`config.mk`:
```
export PLATFORM = sky130hd
export DESIGN_NAME = riscv_test_monitor
export DESIGN_NICKNAME = d
export VERILOG_FILES = /design/src/rtl/riscv_tb_pkg.sv /design/src/rtl/mon_sat_counter.sv /design/src/rtl/riscv_test_monitor.sv
export SDC_FILE = /design/constraint.sdc
export NUM_CORES = 1
export LEC_CHECK = 0
export ABC_AREA = 1
export BUFFER_PORTS_ARGS = -buffer_cell sky130_fd_sc_hd__buf_2
export CAP_MARGIN = 20
export CORE_AREA = 2 2 135 137
export DETAILED_ROUTE_END_ITERATION = 12
export DIE_AREA = 0 0 137 139
export PLACE_DENSITY = 0.74
export SETUP_SLACK_MARGIN = 0.4
export SLEW_MARGIN = 20
export SYNTH_ARGS = -nofsm -noshare
export SYNTH_HDL_FRONTEND = slang
export SYNTH_SLANG_ARGS = --single-unit
export TNS_END_PERCENT = 100
```
`constraint.sdc`:
```
create_clock -name clk -period 2.2 [get_ports clk]
set_input_delay 0.44 -clock clk [delete_from_list [all_inputs] [get_ports clk]]
set_output_delay 0.44 -clock clk [all_outputs]
set_load 0.05 [all_outputs]
```
`src/rtl/riscv_tb_pkg.sv`:
```
// rtl/riscv_tb_pkg.sv - shared constants and FSM encoding for the compliance pass/fail monitor
package riscv_tb_pkg;

  localparam int XLEN     = 32;
  localparam int REG_DONE = 26;
  localparam int REG_PASS = 27;

  typedef enum logic [1:0] {
    ST_RUN    = 2'd0,
    ST_SETTLE = 2'd1,
    ST_DONE   = 2'd2
  } mon_state_t;

endpackage

```
`src/rtl/mon_sat_counter.sv`:
```
// rtl/mon_sat_counter.sv - up-counter with synchronous clear that holds at all-ones
module mon_sat_counter #(
  parameter int W = 32
) (
  input  logic         clk,
  input  logic         reset_n,
  input  logic         en,
  input  logic         clr,
  output logic [W-1:0] cnt
);

  // clear wins over enable so a fresh window always starts from zero
  always_ff @(posedge clk or negedge reset_n) begin
    if (!reset_n) begin
      cnt <= '0;
    end else if (clr) begin
      cnt <= '0;
    end else if (en && (cnt != '1)) begin
      cnt <= cnt + 1'b1;
    end
  end

endmodule

```
`src/rtl/riscv_test_monitor.sv`:
```
// rtl/riscv_test_monitor.sv - snoops register write-back for done/pass flags and latches a sticky verdict
module riscv_test_monitor
  import riscv_tb_pkg::*;
#(
  parameter int SETTLE_CYCLES  = 50,
  parameter int TIMEOUT_CYCLES = 100000,
  parameter int DONE_REG       = REG_DONE,
  parameter int PASS_REG       = REG_PASS,
  parameter int CNT_W          = 32
) (
  input  logic              clk,
  input  logic              reset_n,
  input  logic              wb_wen_i,
  input  logic [4:0]        wb_addr_i,
  input  logic [XLEN-1:0]   wb_data_i,
  output logic              test_done_o,
  output logic              test_pass_o,
  output logic              test_fail_o,
  output logic              test_timeout_o,
  output logic [CNT_W-1:0]  cycle_cnt_o
);

  if ((SETTLE_CYCLES < 1) || (TIMEOUT_CYCLES < 2) ||
      (DONE_REG < 1) || (DONE_REG > 31) ||
      (PASS_REG < 1) || (PASS_REG > 31) || (PASS_REG == DONE_REG)) begin : g_bad_params
    $fatal(1, "riscv_test_monitor: illegal parameter set");
  end

  localparam logic [CNT_W-1:0] TIMEOUT_LAST = CNT_W'(TIMEOUT_CYCLES - 1);
  localparam logic [CNT_W-1:0] SETTLE_LAST  = CNT_W'(SETTLE_CYCLES - 1);

  mon_state_t       state_q, state_d;
  logic [XLEN-1:0]  done_q, pass_q;
  logic [CNT_W-1:0] cycle_cnt, settle_cnt;
  logic             cyc_en, settle_en, settle_clr;
  logic             latch, pass_d, timeout_d;

  always_ff @(posedge clk or negedge reset_n) begin
    if (!reset_n) begin
      done_q <= '0;
      pass_q <= '0;
    end else if (wb_wen_i && (wb_addr_i != 5'd0)) begin
      if (wb_addr_i == 5'(DONE_REG)) done_q <= wb_data_i;
      if (wb_addr_i == 5'(PASS_REG)) pass_q <= wb_data_i;
    end
  end

  mon_sat_counter #(.W(CNT_W)) u_cycle_cnt (
    .clk     (clk),
    .reset_n (reset_n),
    .en      (cyc_en),
    .clr     (1'b0),
    .cnt     (cycle_cnt)
  );

  mon_sat_counter #(.W(CNT_W)) u_settle_cnt (
    .clk     (clk),
    .reset_n (reset_n),
    .en      (settle_en),
    .clr     (settle_clr),
    .cnt     (settle_cnt)
  );

  always_ff @(posedge clk or negedge reset_n) begin
    if (!reset_n) state_q <= ST_RUN;
    else          state_q <= state_d;
  end

  // the cycle counter only advances on edges that stay in RUN, so it freezes at the exit value
  always_comb begin
    state_d    = state_q;
    cyc_en     = 1'b0;
    settle_en  = 1'b0;
    settle_clr = 1'b0;
    latch      = 1'b0;
    pass_d     = 1'b0;
    timeout_d  = 1'b0;
    case (state_q)
      ST_RUN: begin
        if (done_q == 32'd1) begin
          state_d    = ST_SETTLE;
          settle_clr = 1'b1;
        end else if (cycle_cnt == TIMEOUT_LAST) begin
          state_d   = ST_DONE;
          latch     = 1'b1;
          timeout_d = 1'b1;
        end else begin
          cyc_en = 1'b1;
        end
      end
      ST_SETTLE: begin
        if (settle_cnt == SETTLE_LAST) begin
          state_d = ST_DONE;
          latch   = 1'b1;
          pass_d  = (pass_q == 32'd1);
        end else begin
          settle_en = 1'b1;
        end
      end
      ST_DONE: state_d = ST_DONE;
      default: state_d = ST_RUN;
    endcase
  end

  always_ff @(posedge clk or negedge reset_n) begin
    if (!reset_n) begin
      test_done_o    <= 1'b0;
      test_pass_o    <= 1'b0;
      test_fail_o    <= 1'b0;
      test_timeout_o <= 1'b0;
    end else if (latch) begin
      test_done_o    <= 1'b1;
      test_pass_o    <= pass_d;
      test_fail_o    <= !pass_d && !timeout_d;
      test_timeout_o <= timeout_d;
    end
  end

  assign cycle_cnt_o = cycle_cnt;

endmodule

```
==> metrics.yaml <==
wirelength_um: 22300
topRoutingLayerUsed: "met4"
powerDensity_nw_per_um2: 750
synth_top_family_by_area: "simple AND/OR/NAND/NOR gates"
final_cell_mix: "nand2_1, nor2_1, dfrtp_1, nand3_1, inv_1"
place_worst_setup_slack_ns: 0.263
period_minus_slack_ns: 1.77
syn_avg_cell_area_um2: 6.94
grt_first_pass_wirelength_um: 33900
power.internal_uw: 4790
firstDrtPassIters: 6
start_util: 0.443
ys_ff_latch: 134
finalCoreUtilization: 0.553
grt_max_degree: 65
comb_power_share: 0.217
critical_path_class: "flip-flop to flip-flop"
required_ns: 2.51
drtAntennaViolNets: 0
wl_met2_um: 10500
drtIter0Drc: 630
end_kind: "flip-flop"
cts_tree: "yes"
area_growth_pct: 24.9
synthMuxAreaShare: 0
fill_cells: 1692
irDropWorstVdd_v: 0.000602
setup-violations-final: 0
drc: 0
finalWorstSetupSlack_ns: 0.432
layout.cells.most_common: "nand2_1"
whs_ns: 0.278
setup_tns_ns: 0
fin_worst_skew_ns: 0.0147
synthSimpleGateAreaFrac: 0.399
max_slew_margin: 0.753
worstPathArrival_ns: 2.08
min_path_type: "input port to flip-flop"
multi_input_area_um2: 4120
wire_per_inst_um: 15.0
finalMaxSlewViolations: 0
die_y_um: 139
p_sw_frac: 0.345
seq_area_um2: 3390
clock_power_share: 0.375
synth-adder-area-share: 0.00960
antenna_found_initial: 0
max_clock_freq_mhz: 566
synth_xor_area_frac: 0.0392
cts.sinks: 134
synth_compound_area_frac: 0.0429
grtUsageTotal: 0.223
viasPerCell: 5.16
clk_latency_ns: 0.43
num_vias: 7669
syn-instance-count: 1126
finalHoldViolCount: 0
p_sw_uw: 2530
antenna-diode-count: 0
nNetsFinal: 1291
die_x_um: 137
io_buffers: 75
crit_path_start_kind: "flip-flop"
h-tree-depth: 4
r2r_slack_ns: 0.43
cts_buffer_depth: 2
syn_area_um2: 7820
crit_fanout: 5
syn-num-nets: 1172
dieArea_um2: 19000
yosys_warnings: 0
cts_made_buffers: 17
layout-drive-gt1-share: 0.206
leakage_uw: 0.00486
m1WireLength_um: 9780
dp_hpwl_um: 14500
core_area_um2: 17700
globalRouteOverflowTotal: 0
ys_seq_area_frac: 0.429
clkTransAtPathRegs_ns: 0.06
worst_slew_pin_slew_ns: 0.368
fp-row-count: 49
rsz0062_at_grt: "yes"
pwr-share-seq: 0.408
ioPinCount: 76
met3WireLength_um: 1540
grt_pass1_vias: 6917
yosysUniqueCellTypes: 30
place.gp.congestion: 0.968
fin_crit_sh: 0.803
drv_cap: 0
status: "complete, no violations"
cts_root_buffer: "clkbuf_16"
[state kept, by name (all words and copies together) (netlist names)]
register          count
test_done_o           1
test_timeout_o        1
test_pass_o           1
test_fail_o           1
done_q               32
u_cycle_cnt.cnt      32
pass_q               32
u_settle_cnt.cnt     32
state_q               2
[critical path: stages (launching register included)]
cell and delay, ns:
dfrtp_2 0.44, inv_1 0.09, nor3_2 0.21, nand2_1 0.12, nor2_4 0.21, nand3_2 0.22
buf_6 0.21, nand3_1 0.09, nand2_1 0.06
[cell usage after synthesis]
library cell | count | area (µm²)
nand2_1 | 407 | 1530
nand4_1 | 10 | 62.6
nor3_2 | 1 | 10.0
xnor2_1 | 3 | 26.3
buf_2 | 7 | 35.0
clkbuf_1 | 15 | 56.3
nand3_4 | 1 | 17.5
nand3b_1 | 8 | 60.1
nand2_8 | 1 | 20.0
and2_1 | 4 | 25.0
inv_1 | 105 | 394
nor2_4 | 3 | 33.8
o21ai_0 | 67 | 335
clkinv_1 | 1 | 3.75
nor3_1 | 10 | 50.1
buf_8 | 3 | 45.0
nor4_1 | 4 | 25.0
nand3_2 | 5 | 50.1
dfrtp_1 | 134 | 3350
xor2_1 | 32 | 280
ha_1 | 6 | 75.1
buf_4 | 5 | 37.5
nor2_1 | 172 | 646
inv_4 | 1 | 6.26
inv_2 | 2 | 7.51
buf_6 | 4 | 45.0
nand2_4 | 1 | 11.3
nand3_1 | 108 | 541
nor2_2 | 3 | 18.8
nand2_2 | 3 | 18.8
[area by class of cell]
class / count / share of cell area
multi-input combinational: 854 / 0.422
timing repair inverter: 3 / 0.00269
timing repair buffer: 126 / 0.0983
clock buffer: 17 / 0.0436
tap: 229 / 0.0294
clock inverter: 15 / 0.0141
inverter: 109 / 0.0432
sequential: 134 / 0.347
[power by group through the flow]
| stage | logic, µW | clock network [µW] | registers, µW |
|---|---|---|---|
| 3_5_place_dp | 1200 | 0 | 3030 |
| 3_3_place_gp | 1180 | 0 | 3010 |
| 4_1_cts | 1320 | 2800 | 2980 |
| 5_1_grt | 1740 | 2900 | 3020 |
| 6_report | 1590 | 2740 | 2990 |
| 2_1_floorplan | 831 | 0 | 3140 |
[worst paths after layout]
path	start	end	cells past startpoint
min in group asynchronous	reset_n	u_cycle_cnt.cnt[26]$_DFFE_PN0P_	2
setup reg to reg	u_cycle_cnt.cnt[15]$_DFFE_PN0P_	u_cycle_cnt.cnt[6]$_DFFE_PN0P_	8
max in group asynchronous	reset_n	u_settle_cnt.cnt[17]$_DFFE_PN0P_	3
hold / removal	wb_data_i[23]	done_q[23]$_DFFE_PN0P_	3
setup / recovery	u_cycle_cnt.cnt[15]$_DFFE_PN0P_	u_cycle_cnt.cnt[6]$_DFFE_PN0P_	8
hold reg to reg	done_q[10]$_DFFE_PN0P_	done_q[10]$_DFFE_PN0P_	2
[metal layers]
metal / track usage / vias up
li1: - / 3757
met1: 0.311 / 3563
met2: 0.347 / 300
met3: 0.0420 / 49
met4: 0.0743 / 0
met5: 0 / -
[metrics by stage]
stage | instances | power (µW) | instance area (µm²)
after floorplan | 1126 | 3970 | 7840
after global placement | 1414 | 4190 | 8490
after detailed placement | 1414 | 4220 | 8490
after CTS | 1454 | 7100 | 9180
after global routing | 1487 | 7660 | 9760
final | 1487 | 7320 | 9760
[cells by family (layout without fill, tap and decap cells)]
| family | count (synthesis) | after routing |
|---|---|---|
| AOI/OAI and AO/OA | 67 | 67 |
| xor gates and xnor gates | 35 | 35 |
| adders and majority gates | 6 | 6 |
| buffers and inverters | 143 | 270 |
| DFF | 134 | 134 |
| and+or+nand+nor | 741 | 746 |
[timing repair]
action,CTS,global route
gates cloned,2,11
buffers inserted,5,22
pin swaps,2,17
resized for setup,12,78
endpoints found under the hold margin,25,0
hold buffers,1,0
setup endpoints to repair,63,67
No activity file was read; power rests on OpenSTA's default activity.
